**src/rtl/pwm_demod_if.sv**
```systemverilog
// Byte-stream output bundle of the GOC PWM demodulator.
//   out_data        : last completed byte
//   out_data_valid  : one-cycle strobe, out_data valid
//   out_frame_valid : high from first detected bit until idle timeout
//   out_frame_error : one-cycle strobe at frame end if the frame was malformed
// master = demodulator (drives), slave = frame writer / loopback checker.
interface pwm_demod_if;
  logic [7:0] out_data;
  logic       out_data_valid;
  logic       out_frame_valid;
  logic       out_frame_error;

  modport master (
    output out_data,
    output out_data_valid,
    output out_frame_valid,
    output out_frame_error
  );

  modport slave (
    input out_data,
    input out_data_valid,
    input out_frame_valid,
    input out_frame_error
  );
endinterface

```
**src/rtl/pwm_demod.sv**
```systemverilog
// GOC receive-side PWM demodulator.
// Measures high-pulse widths of the synchronised pad input against the slot
// length base_counter and recovers bits MSB-first into bytes. A bit cell is
// three slots: '1' = high 2 / low 1, '0' = high 1 / low 2. A low period of
// four slots closes the frame.
// Ports:
//   clk, resetn   : clock, asynchronous active-low reset
//   GOC_IN        : raw asynchronous pad input
//   goc_polarity  : 1 = pad is inverted
//   base_counter  : slot length in clk cycles, 0 disables the block
//   bus           : byte / frame strobe outputs (pwm_demod_if.master)
// Optional: define GOC_RX_GLITCH_FILTER_EN for a 3-sample stable filter on
// the recovered line (2 clk extra latency, pulses <= 2 clk suppressed).
module pwm_demod #(
  parameter int unsigned CNT_W = 24
) (
  input  logic        clk,
  input  logic        resetn,
  input  logic        GOC_IN,
  input  logic        goc_polarity,
  input  logic [21:0] base_counter,
  pwm_demod_if.master bus
);

  typedef enum logic [1:0] {
    IDLE = 2'd0,
    HIGH = 2'd1,
    LOW  = 2'd2
  } state_t;

  // Input synchroniser and line recovery
  logic sync1_q, sync2_q;
  logic rx_raw;
  logic rx;
  logic rx_prev_q;
  logic rise, fall;

  always_ff @(posedge clk or negedge resetn) begin
    if (!resetn) begin
      sync1_q <= 1'b0;
      sync2_q <= 1'b0;
    end else begin
      sync1_q <= GOC_IN;
      sync2_q <= sync1_q;
    end
  end

  assign rx_raw = sync2_q ^ goc_polarity;

`ifdef GOC_RX_GLITCH_FILTER_EN
  // The line only follows rx_raw once three consecutive samples agree;
  // otherwise it holds its previous value (rx_prev_q).
  logic [1:0] hist_q;
  logic       agree;

  always_ff @(posedge clk or negedge resetn) begin
    if (!resetn) begin
      hist_q <= 2'b00;
    end else begin
      hist_q <= {hist_q[0], rx_raw};
    end
  end

  assign agree = (rx_raw == hist_q[0]) && (rx_raw == hist_q[1]);
  assign rx    = agree ? rx_raw : rx_prev_q;
`else
  assign rx = rx_raw;
`endif

  always_ff @(posedge clk or negedge resetn) begin
    if (!resetn) begin
      rx_prev_q <= 1'b0;
    end else begin
      rx_prev_q <= rx;
    end
  end

  assign rise = rx & ~rx_prev_q;
  assign fall = ~rx & rx_prev_q;

  // Decision thresholds derived from the slot length
  logic [CNT_W-1:0] base_ext;
  logic [CNT_W-1:0] thr;
  logic [CNT_W-1:0] long_thr;
  logic [CNT_W-1:0] tmo;
  logic             base_zero;

  assign base_ext  = CNT_W'(base_counter);
  assign thr       = base_ext + (base_ext >> 1);
  assign long_thr  = (base_ext << 1) + (base_ext >> 1);
  assign tmo       = base_ext << 2;
  assign base_zero = (base_counter == 22'd0);

  // Decoder state
  state_t           state_q;
  logic [CNT_W-1:0] cnt_q;
  logic [CNT_W-1:0] cnt_inc;
  logic [2:0]       bit_cnt_q;
  logic [7:0]       sr_q;
  logic             err_q;
  logic             byte_pend_q;
  logic [7:0]       out_data_q;
  logic             out_valid_q;
  logic             out_frame_q;
  logic             out_err_q;
  logic             bit_val;

  assign cnt_inc = (&cnt_q) ? cnt_q : cnt_q + CNT_W'(1);
  assign bit_val = (cnt_q >= thr);

  // Pulse-width FSM with registered outputs
  always_ff @(posedge clk or negedge resetn) begin
    if (!resetn) begin
      state_q     <= IDLE;
      cnt_q       <= '0;
      bit_cnt_q   <= 3'd0;
      sr_q        <= 8'd0;
      err_q       <= 1'b0;
      byte_pend_q <= 1'b0;
      out_data_q  <= 8'd0;
      out_valid_q <= 1'b0;
      out_frame_q <= 1'b0;
      out_err_q   <= 1'b0;
    end else begin
      out_valid_q <= 1'b0;
      out_err_q   <= 1'b0;
      if (base_zero) begin
        // Disabled: drop any frame in progress without strobes
        state_q     <= IDLE;
        cnt_q       <= '0;
        bit_cnt_q   <= 3'd0;
        err_q       <= 1'b0;
        byte_pend_q <= 1'b0;
        out_data_q  <= 8'd0;
        out_frame_q <= 1'b0;
      end else begin
        // The shift register already holds the full byte one cycle after
        // the eighth falling edge.
        if (byte_pend_q) begin
          out_data_q  <= sr_q;
          out_valid_q <= 1'b1;
          byte_pend_q <= 1'b0;
        end
        case (state_q)
          IDLE: begin
            if (rise) begin
              state_q     <= HIGH;
              cnt_q       <= CNT_W'(1);
              bit_cnt_q   <= 3'd0;
              err_q       <= 1'b0;
              out_frame_q <= 1'b1;
            end
          end
          HIGH: begin
            cnt_q <= cnt_inc;
            if (fall) begin
              if (cnt_q > long_thr) begin
                err_q <= 1'b1;
              end
              sr_q      <= {sr_q[6:0], bit_val};
              bit_cnt_q <= bit_cnt_q + 3'd1;
              if (bit_cnt_q == 3'd7) begin
                byte_pend_q <= 1'b1;
              end
              state_q <= LOW;
              cnt_q   <= CNT_W'(1);
            end
          end
          LOW: begin
            cnt_q <= cnt_inc;
            if (rise) begin
              state_q <= HIGH;
              cnt_q   <= CNT_W'(1);
            end else if (cnt_q >= tmo) begin
              // >= rather than == so a mid-frame slot change cannot skip it
              out_frame_q <= 1'b0;
              out_err_q   <= (bit_cnt_q != 3'd0) || err_q;
              state_q     <= IDLE;
            end
          end
          default: begin
            state_q <= IDLE;
          end
        endcase
      end
    end
  end

  assign bus.out_data        = out_data_q;
  assign bus.out_data_valid  = out_valid_q;
  assign bus.out_frame_valid = out_frame_q;
  assign bus.out_frame_error = out_err_q;

endmodule

```
**src/flat_wrapper.sv**
```systemverilog
// flat-port wrapper written by rule: the top's interface ports become plain ports
module pwm_demod_flat 
#(
  parameter int unsigned CNT_W = 24
)
  (clk, resetn, GOC_IN, goc_polarity, base_counter, bus_out_data, bus_out_data_valid, bus_out_frame_valid, bus_out_frame_error);
  pwm_demod_if bus_i ();
  input  logic clk;
  input  logic resetn;
  input  logic GOC_IN;
  input  logic goc_polarity;
  input  logic [21:0] base_counter;
  output wire logic [$bits(bus_i.out_data)-1:0] bus_out_data;
  output wire logic [$bits(bus_i.out_data_valid)-1:0] bus_out_data_valid;
  output wire logic [$bits(bus_i.out_frame_valid)-1:0] bus_out_frame_valid;
  output wire logic [$bits(bus_i.out_frame_error)-1:0] bus_out_frame_error;
  assign bus_out_data = bus_i.out_data;
  assign bus_out_data_valid = bus_i.out_data_valid;
  assign bus_out_frame_valid = bus_i.out_frame_valid;
  assign bus_out_frame_error = bus_i.out_frame_error;
  pwm_demod #(.CNT_W(CNT_W)) u_core (.clk(clk), .resetn(resetn), .GOC_IN(GOC_IN), .goc_polarity(goc_polarity), .base_counter(base_counter), .bus(bus_i));
endmodule
```
**config.mk**
```make
export PLATFORM = sky130hd
export DESIGN_NAME = pwm_demod_flat
export DESIGN_NICKNAME = d
export VERILOG_FILES = /design/src/rtl/pwm_demod_if.sv /design/src/rtl/pwm_demod.sv /design/src/flat_wrapper.sv
export SDC_FILE = /design/constraint.sdc
export NUM_CORES = 1
export LEC_CHECK = 0
export BUFFER_PORTS_ARGS = -buffer_cell sky130_fd_sc_hd__buf_2
export CAP_MARGIN = 15
export CORE_MARGIN = 3
export CORE_UTILIZATION = 58
export DETAILED_ROUTE_END_ITERATION = 10
export PLACE_DENSITY_LB_ADDON = 0.08
export SLEW_MARGIN = 20
export SYNTH_ARGS = -nofsm -noshare
export SYNTH_HDL_FRONTEND = slang
export SYNTH_SLANG_ARGS = --single-unit
```
**constraint.sdc**
```tcl
create_clock -name clk -period 3.5 [get_ports clk]
set_clock_uncertainty 0.1 [all_clocks]
set_input_delay 0.35 -clock clk [delete_from_list [all_inputs] [get_ports clk]]
set_output_delay 0.35 -clock clk [all_outputs]
set_load 0.02 [all_outputs]
```
# Word level (Yosys, flattened, before mapping)
# Index checks and enable logic that the tools add are counted.
[op_classes] n_addsub=4 n_eq_ne=9 bitwise=6 div=0 reduce_logical=15 multipliers=0 mux=38 shift=0 n_lt_le_gt_ge=3
[op_table] cell="$mux W24" n=5
[op_table] cell="$pmux W24 S3" n=1
[op_table] cell="$ge A24 B24 Y1" n=2
[op_table] cell="$add A23 B21 Y24" n=1
[op_table] cell="$add A24 B1 Y24 const B" n=1
[op_table] cell="$gt A24 B24 Y1" n=1
[op_table] cell="$reduce_and A24 Y1" n=1
[op_table] cell="$add A22 B21 Y23" n=1
[op_table] cell="$logic_not A22 Y1" n=1
[op_table] cell="$mux W1" n=18
[op_table] cell="$mux W8" n=2
[op_table] cell="$ne A3 B1 Y1 const B" n=4
[op_table] cell="$mux W2" n=5
[op_table] cell="$mux W3" n=3
[op_table] cell="$reduce_and A3 Y1" n=3
[op_table] cell="$reduce_bool A3 Y1" n=3
[op_table] cell="$reduce_and A4 Y1" n=2
[op_table] cell="$pmux W2 S3" n=1
[op_table] cell="$pmux W3 S2" n=1
[op_table] cell="$ne A4 B1 Y1 const B" n=1
[op_table] cell="$pmux W1 S2" n=2
[op_table] cell="$reduce_bool A4 Y1" n=1
[op_table] cell="$add A3 B1 Y3 const B" n=1
[op_table] cell="$eq A3 B3 Y1 const B" n=1
[op_table] cell="other kinds (10)" n=13
[totals] inputBits=26 romBits=0 word_cells=88 out_inout_bits=11 n_memories=0 ram_bits=0 latchBits=0 regBits=53

# Longest topological paths before layout
# Gate-level depths: netlist (run 1).
[logic_depth] ltp_word=6 ltp_mapped=17 depth_no_buf=17

# Worst setup path after synthesis (run 1)
# OpenSTA, ideal clock, no wires.
[synth_path] path_type="input to register" from="input base_counter[0]" to="register u_core.err_q" setup_slack_ps=-238 n_path_buf=0 setup_ps=126 stages=17 t_arrival_ps=3512 required_ps=3274 cell_sequence="ha_1 fa_1 a211oi_1 o21ai_0 nand3_1 a21oi_1 a41o_1 a21oi_1 xor2_1 ha_1 a21o_1 a21o_1 a21oi_1 a21oi_1 a221o_1 a31oi_1 o21ai_0"
[synth_between] elab_chain_len=4 elab_cells_between_ends=9 classes_between="add/sub (1); order compare (1); eq/ne (3); mux (1); reduce/logical (3)"
[synth_rtl] item="start, declared" line="flat_wrapper.sv:12" text="input logic [21:0] base_counter;"
[synth_rtl] item="$add A23 B21 Y24" line="pwm_demod.sv:90" text="assign long_thr = (base_ext << 1) + (base_ext >> 1);"
[synth_rtl] item="$gt A24 B24 Y1" line="pwm_demod.sv:157" text="if (cnt_q > long_thr) begin"
[synth_rtl] item="$ne A3 B1 Y1 (no line)"
[synth_rtl] item="$reduce_and A4 Y1 (no line)"
[synth_rtl] item="end signal, assigned" line="pwm_demod.sv:118" text="err_q <= 1'b0;"
[synth_rtl] item="end signal, assigned" line="pwm_demod.sv:150" text="err_q <= 1'b0;"
[synth_rtl] item="end signal, assigned" line="pwm_demod.sv:158" text="err_q <= 1'b1;"
[synth_rtl] item="end, declared" line="pwm_demod.sv:100" text="logic err_q;"
# Several ways; a longest one is shown, not always the timed one.
# A chain may end at the register's enable or synchronous reset.

# Worst setup path in the final report (run 1)
[layout_path] from="input base_counter[7]" to="register u_core.err_q"
# Same word-level chain as after synthesis.

==> reports/qor.csv, run 1 <==
stage,metric,value,unit
run_status,status,finished with violations,
run_status,violations,hold timing,
layout,utilization,73.3,%
global_routing,grt_pass1_wl,27.1,mm
clock_network,h-tree-depth,2,
place,place.gp.congestion,0.949,
clock_network,clock-sinks,53,
worst_setup_path,critPathMaxFanout,4,
routing,dr_total_vias,6051,
layout,n_fill_cell,840,
worst_setup_path,path_class,in -> reg,
layout,fin_nets,1022,
floorplan,coreArea,0.0105,mm^2
layout,syn_to_final_growth,21.7,%
logic_synthesis,synth.distinct_cells,62,
layout,antenna_cells,0,
timing,hold_slack,-0.00685,ns
pwr,p_total,2610,uW
pwr,leakage,0.00381,uW
pwr,power_density,340,mW/mm^2
routing,drt_iter0_markers,498,
routing,dr.pass1.iters,5,
routing,met3_wirelength,663,um
place,dpl.hpwl,13.7,mm
logic_synthesis,syn_inst,732,
worst_setup_path,rr_worst_depth,8,
clock_network,cts_root_buf,clkbuf_8,
worst_setup_path,cp.required,3.61,ns
global_routing,antenna_found_initial,0,
worst_setup_path,startpoint_type,input pin,
logic_synthesis,synth_top_cell_by_area,ha_1,
worst_setup_path,timing.critical_path.to_type,flop,
global_routing,grt_pass1_vias,5964,
logic_synthesis,syn_area,0.00630,mm^2
worst_setup_path,r2r_start,u_core.cnt_q[19]$_DFFE_PN0P_,
timing,finalCriticalPeriod,3.46,ns
floorplan,die_x,110,um
global_routing,overflow,0,
timing,setup_violations,0,
routing,wirelength,16.4,mm
logic_synthesis,seq_area_frac_synth,21.0,%
clock_network,clock_path_buffers,2,
pwr,peakVddDrop,0.399,mV
floorplan,row_count,37,
routing,wl_met1,7.25,mm
logic_synthesis,synth.area.top_cells,"ha_1, dfrtp_1, a21oi_1, a21o_1, xnor2_1",
floorplan,ioPinCount,37,
run,maxCapViolations,0,
logic_synthesis,yosysWarningCount,0,
routing,ant_nets,0,
place,numPortBuffers,36,
routing,post_drt_wl_per_cell,16.4,um
logic_synthesis,synth_edf_count,0,
timing,rsz0062_at_grt,true,
timing,fin_tns_setup,0,ns
global_routing,grt_use_total,27.8,%
worst_setup_path,crit_start,base_counter[7],
layout,drive_above_1_share,22.5,%
logic_synthesis,async_reset_ff_share,100,%
worst_setup_path,r2r_slack,0.58,ns
worst_setup_path,worstReg2RegEnd,u_core.state_q[0]$_DFFE_PN0P_,
logic_synthesis,synth_flop_cell,dfrtp_1,
logic_synthesis,synth_top_area_share,26.2,%
timing,fmax,289,MHz
logic_synthesis,syn_avg_cell_area,8.61,um^2
worst_setup_path,crit_end,u_core.err_q$_DFFE_PN0P_,
floorplan,die_area,0.0122,mm^2
routing,drc,0,
timing,slew_headroom,45.7,%
timing,max_slew.worst_pin.slew,0.812,ns
place,place_inst,989,
layout,instances_no_fill,999,
timing,hold_violations,5,
clock_network,path_clk_slew,0.10,ns
floorplan,initial_core_util,60.3,%
routing,route.met2.wl,7.97,mm
logic_synthesis,syn-num-nets,892,
worst_setup_path,arrival,3.58,ns
hold_path,hp-class,in -> async,
logic_synthesis,synth-seq-cells,53,
routing,top_layer,met4,
floorplan,dieHeight,110,um
timing,maxSlewViolCount,0,
routing,viasPerCell,6.06,
clock_network,cts_inserted_buffers,5,
global_routing,grt_max_degree,36,
timing,timing.final.crit_share,99.0,%
clock_network,cts_tree,done,
clock_network,clk-insertion-delay-late,0.32,ns
==> worst max-delay path, stage by stage <==
cell      delay, ns
buf_2          0.13
ha_2           0.33
a21o_1         0.20
or3_1          0.39
nand3_2        0.12
a21oi_2        0.07
a41o_1         0.20
a21oi_2        0.14
xor2_1         0.16
ha_1           0.26
a21o_1         0.19
a21o_1         0.18
a21oi_2        0.17
o211ai_1       0.10
a221o_1        0.35
a31oi_1        0.17
o21ai_1        0.07
==> per-stage QoR <==
step                setup WS [ns]  instance area, um^2
finish                     0.0364                 7670
global route              -0.0950                 7670
CTS                      -0.00144                 7530
detailed placement         -0.499                 7390
global placement           -0.468                 7390
floorplan                -0.00512                 6370
==> cell families (layout without fill, tap and decap cells) <==
kind of cell / count (synthesis) / in the layout / share of synthesized area, %
adders and majority gates: 134 / 134 / 26.8
AOI/OAI and AO/OA: 199 / 199 / 21.1
muxes: 19 / 19 / 3.18
and+or+nand+nor: 224 / 224 / 17.6
DFF: 53 / 53 / 21.0
xor gates and xnor gates: 50 / 50 / 6.95
buffers and inverters: 53 / 184 / 3.29
==> placed cells by master (no fill, tap or decap), types with 8 or more instances in the layout <==
cell     instances
o21ai_0         31
nor3_1          18
a21oi_1         45
a21o_1          34
xor2_1          22
mux2_2           8
nand2_1         50
xnor2_1         28
nand3_1         22
nor2_1          55
mux2i_1         10
and3_1          10
buf_4           98
buf_2           31
or3_1           11
ha_1           125
dfrtp_1         53
nand4_1         19
inv_1           40
==> what timing repair did <==
item / in CTS / in global routing
setup buffers: 0 / 2
hold buffers: 0 / 0
hold endpoints to repair: 0 / 0
gates resized for setup: 12 / 33
pin swaps: 4 / 13
cloned: 0 / 0
endpoints found under the setup margin: 2 / 2
==> cells in the mapped netlist, drive strengths merged, types with 3 or more instances <==
cell,instances
a2111oi,3
a211o,4
a211oi,9
a21boi,4
a21o,34
a21oi,51
a221o,3
a22o,3
a311oi,3
a31oi,6
and2,5
and3,10
and4,4
clkbuf,7
dfrtp,53
ha,132
inv,44
mux2,8
mux2i,11
nand2,51
nand2b,7
nand3,24
nand4,19
nor2,56
nor2b,6
nor3,19
nor4,5
o211ai,4
o21a,6
o21ai,40
o21bai,5
o31ai,4
or2,4
or3,11
xnor2,28
xor2,22
==> power by group <==
group	internal, uW	total, uW	switching (uW)
Clock	145	365	220
Combinational	640	1460	817
Sequential	699	785	86.2
==> how the worst min path moves through the flow <==
stage / slack [ns] / depth (start not counted) / endpoint
CTS: 0.02 / 1 / u_core.cnt_q[2]$_DFFE_PN0P_
floorplan: -0.05 / 0 / u_core.bit_cnt_q[0]$_DFFE_PN0P_
global route: 0.03 / 1 / u_core.sync1_q$_DFF_PN0_
detailed placement: 0.24 / 0 / u_core.sync2_q$_DFF_PN0_
finish: -0.007 / 1 / u_core.cnt_q[2]$_DFFE_PN0P_
global placement: 0.24 / 0 / u_core.sync2_q$_DFF_PN0_
==> flip-flops by register name (all words and copies together) (netlist names), 2 cells and up <==
register and flops:
u_core.state_q 2, u_core.sr_q 8, u_core.bus.out_data 8, u_core.cnt_q 24, u_core.bit_cnt_q 3
==> layout make-up <==
type	count	area, um^2	share of cell area [%]
sequential	53	1330	17.3
tap	136	170	2.22
timing repair buffer	132	925	12.1
inverter	44	168	2.19
clock buffer	5	68.8	0.897
clock inverter	3	25.0	0.326
multi-input combinational	626	4990	65.0
==> layer usage <==
metal	vias up	track usage (%)
met3	32	1.51
met2	171	48.9
met4	0	10.6
li1	2981	-
met5	-	0
met1	2867	35.8
Power figures use the tool's default switching activity.
==> run 2, diff against run 1 <==
--- a/config.mk
+++ b/config.mk
@@ -10,7 +10,7 @@
 export CORE_MARGIN = 3
 export CORE_UTILIZATION = 58
 export DETAILED_ROUTE_END_ITERATION = 10
-export PLACE_DENSITY_LB_ADDON = 0.08
+export PLACE_DENSITY_LB_ADDON = 0.15
 export SLEW_MARGIN = 20
 export SYNTH_ARGS = -nofsm -noshare
 export SYNTH_HDL_FRONTEND = slang
==> reports/qor.csv, run 2 (same netlist as run 1, synthesis figures left out) <==
stage,metric,value,unit,change
layout,fin_nets,1025,,+0.29%
layout,final_cell_mix,"ha_1, buf_4, nor2_1",,
clock_network,clock_path_buffers,2,,unchanged
routing,viasPerCell,6.04,,-0.25%
global_routing,grtUsageMet2,51.0,%,+2.0 points
place,dpl.hpwl,13.9,mm,+1.8%
pwr,peakVddDrop,0.424,mV,+6.2%
global_routing,grtUsageMet1,35.3,%,-0.48 points
place,numPortBuffers,36,,unchanged
global_routing,overflow,0,,unchanged
routing,post_drt_wl_per_cell,16.7,um,+1.6%
run,maxCapViolations,0,,unchanged
run_status,status,finished with violations,,
clock_network,h-tree-depth,2,,unchanged
layout,syn_to_final_growth,21.5,%,
global_routing,grt_pass1_wl,27.4,mm,+1.2%
worst_setup_path,cp.required,3.61,ns,about the same
worst_setup_path,r2r_slack,0.57,ns,about the same
timing,finalCriticalPeriod,3.50,ns,+0.0401 ns
floorplan,coreArea,0.0105,mm^2,unchanged
hold_path,hp-class,in -> reg,,
layout,n_fill_cell,810,,-3.6%
layout,utilization,73.2,%,-0.084 points
floorplan,ioPinCount,37,,unchanged
clock_network,path_clk_slew,0.10,ns,about the same
routing,wirelength,16.7,mm,+1.9%
place,post_dp_cell_area,0.00741,mm^2,+0.20%
layout,drive_above_1_share,21.8,%,-0.66 points
clock_network,clock-sinks,53,,unchanged
place,preCtsSetupSlack,-0.628,ns,-0.130 ns
layout,layout_commonest_cell,ha_1,,
timing,maxSlewViolCount,0,,unchanged
pwr,power_density,348,mW/mm^2,+2.5%
global_routing,top_usage_layer,met2,,
run_status,violations,setup timing,,
clock_network,cts_tree,done,,
routing,drt_iter0_markers,481,,-3.4%
routing,dr.pass1.iters,5,,unchanged
worst_setup_path,startpoint_type,input pin,,
global_routing,grt_use_total,28.3,%,+0.51 points
global_routing,grt_pass1_vias,5983,,+0.32%
clock_network,clk-insertion-delay-late,0.32,ns,about the same
layout,register_area,0.00133,mm^2,unchanged
floorplan,row_count,37,,unchanged
timing,fin_tns_setup,-0.00369,ns,-0.00369 ns
worst_setup_path,critPathMaxFanout,2,,-2
timing,max_slew.worst_pin.slew,0.854,ns,+0.0426 ns
global_routing,use_met3,1.92,%,+0.41 points
worst_setup_path,path_class,in -> reg,,
timing,slew_headroom,42.8,%,-2.8 points
global_routing,grt_max_degree,33,,-8.3%
clock_network,cts_inserted_buffers,5,,unchanged
floorplan,dieHeight,110,um,unchanged
timing,hold_violations,0,,-5
place,place.gp.congestion,0.949,,about the same
pwr,leakage,0.00384,uW,+0.67%
routing,drc,0,,unchanged
floorplan,initial_core_util,60.3,%,unchanged
timing,timing.final.crit_share,100,%,+1.1 points
worst_setup_path,arrival,3.62,ns,+0.04 ns
floorplan,die_x,110,um,unchanged
layout,antenna_cells,0,,unchanged
timing,rsz0062_at_grt,true,,
clock_network,cts_root_buf,clkbuf_8,,
floorplan,die_area,0.0122,mm^2,unchanged
global_routing,antenna_found_initial,0,,unchanged
layout,largest_reg_flops,24,,unchanged
routing,ant_nets,0,,unchanged
worst_setup_path,timing.critical_path.to_type,flop,,
layout,multi_input_area,0.00494,mm^2,-0.88%
timing,setup_violations,1,,+1
timing,fin_ws,-0.00369,ns,-0.0401 ns
layout,max_flop_register,u_core.cnt_q,,
routing,dr_total_vias,6054,,+0.050%
timing,fmax,285,MHz,-1.1%
layout,design_area,0.00766,mm^2,-0.11%
==> run 2: cell count changes in the layout (fill, tap and decap cells not counted), sizes merged <==
| cell | delta |
|---|---|
| buf | +2 |
| dlygate4sd3 | +1 |
| bufinv | +1 |
| clkinvlp | -1 |
==> run 2: worst max-delay path, cell delays in order <==
cell      delay, ns
buf_2          0.11
ha_2           0.19
fa_2           0.37
a211oi_4       0.29
nor2_1         0.08
o21a_1         0.19
o21ai_1        0.14
nand2b_1       0.07
a211o_1        0.29
nand2_1        0.07
ha_1           0.24
a21o_1         0.19
a21o_1         0.18
a21oi_2        0.16
o211ai_1       0.10
a221o_1        0.34
a31oi_1        0.17
o21ai_1        0.08
==> run 2: area by class of cell <==
cell class                      instances  area share (%)
Sequential cell                        53            17.3
Clock inverter                          3           0.572
Inverter                               44            2.19
Clock buffer                            5           0.898
Timing Repair Buffer                  135            12.3
Multi-Input combinational cell        626            64.5
Tap cell                              136            2.22
==> run 2: timing repair <==
item	4_1_cts	5_1_grt
gates cloned	0	0
endpoints found under the setup margin	2	2
pin swaps	3	7
endpoints found under the hold margin	22	0
buffers inserted	1	1
gates resized for setup	16	16
hold buffers	1	0
==> run 2: through the flow <==
stage | hold WS [ns] | power (uW) | cells
final | 0.0360 | 2670 | 1002
after global routing | 0.0232 | 2870 | 1002
after CTS | 0.0323 | 2660 | 1001
after detailed placement | 0.243 | 2210 | 991
after global placement | 0.245 | 2130 | 991
after floorplan | -0.0456 | 1740 | 732
==> run 2: power by group <==
| part | internal [uW] | switching (uW) | total, uW |
|---|---|---|---|
| logic | 637 | 816 | 1450 |
| registers | 699 | 90.5 | 790 |
| clock network | 215 | 211 | 426 |
==> run 2: path summary, 6_finish.rpt <==
kind | startpoint | endpoint | depth (start not counted)
worst max-delay path | base_counter[0] | u_core.err_q$_DFFE_PN0P_ | 18
worst min-delay path | GOC_IN | u_core.sync1_q$_DFF_PN0_ | 1
worst max register to register | u_core.cnt_q[19]$_DFFE_PN0P_ | u_core.state_q[1]$_DFFE_PN0P_ | 7
worst min register to register | u_core.sync1_q$_DFF_PN0_ | u_core.sync2_q$_DFF_PN0_ | 0
max in group asynchronous | resetn | u_core.byte_pend_q$_DFF_PN0_ | 3
min in group asynchronous | resetn | u_core.bus.out_data_valid$_DFF_PN0_ | 2
==> run 2: per-layer routing <==
metal | up-vias | share of wire [%]
met5 | - | 0
met4 | 0 | 3.7
met3 | 44 | 3.5
met2 | 161 | 49
met1 | 2867 | 44
li1 | 2982 | -
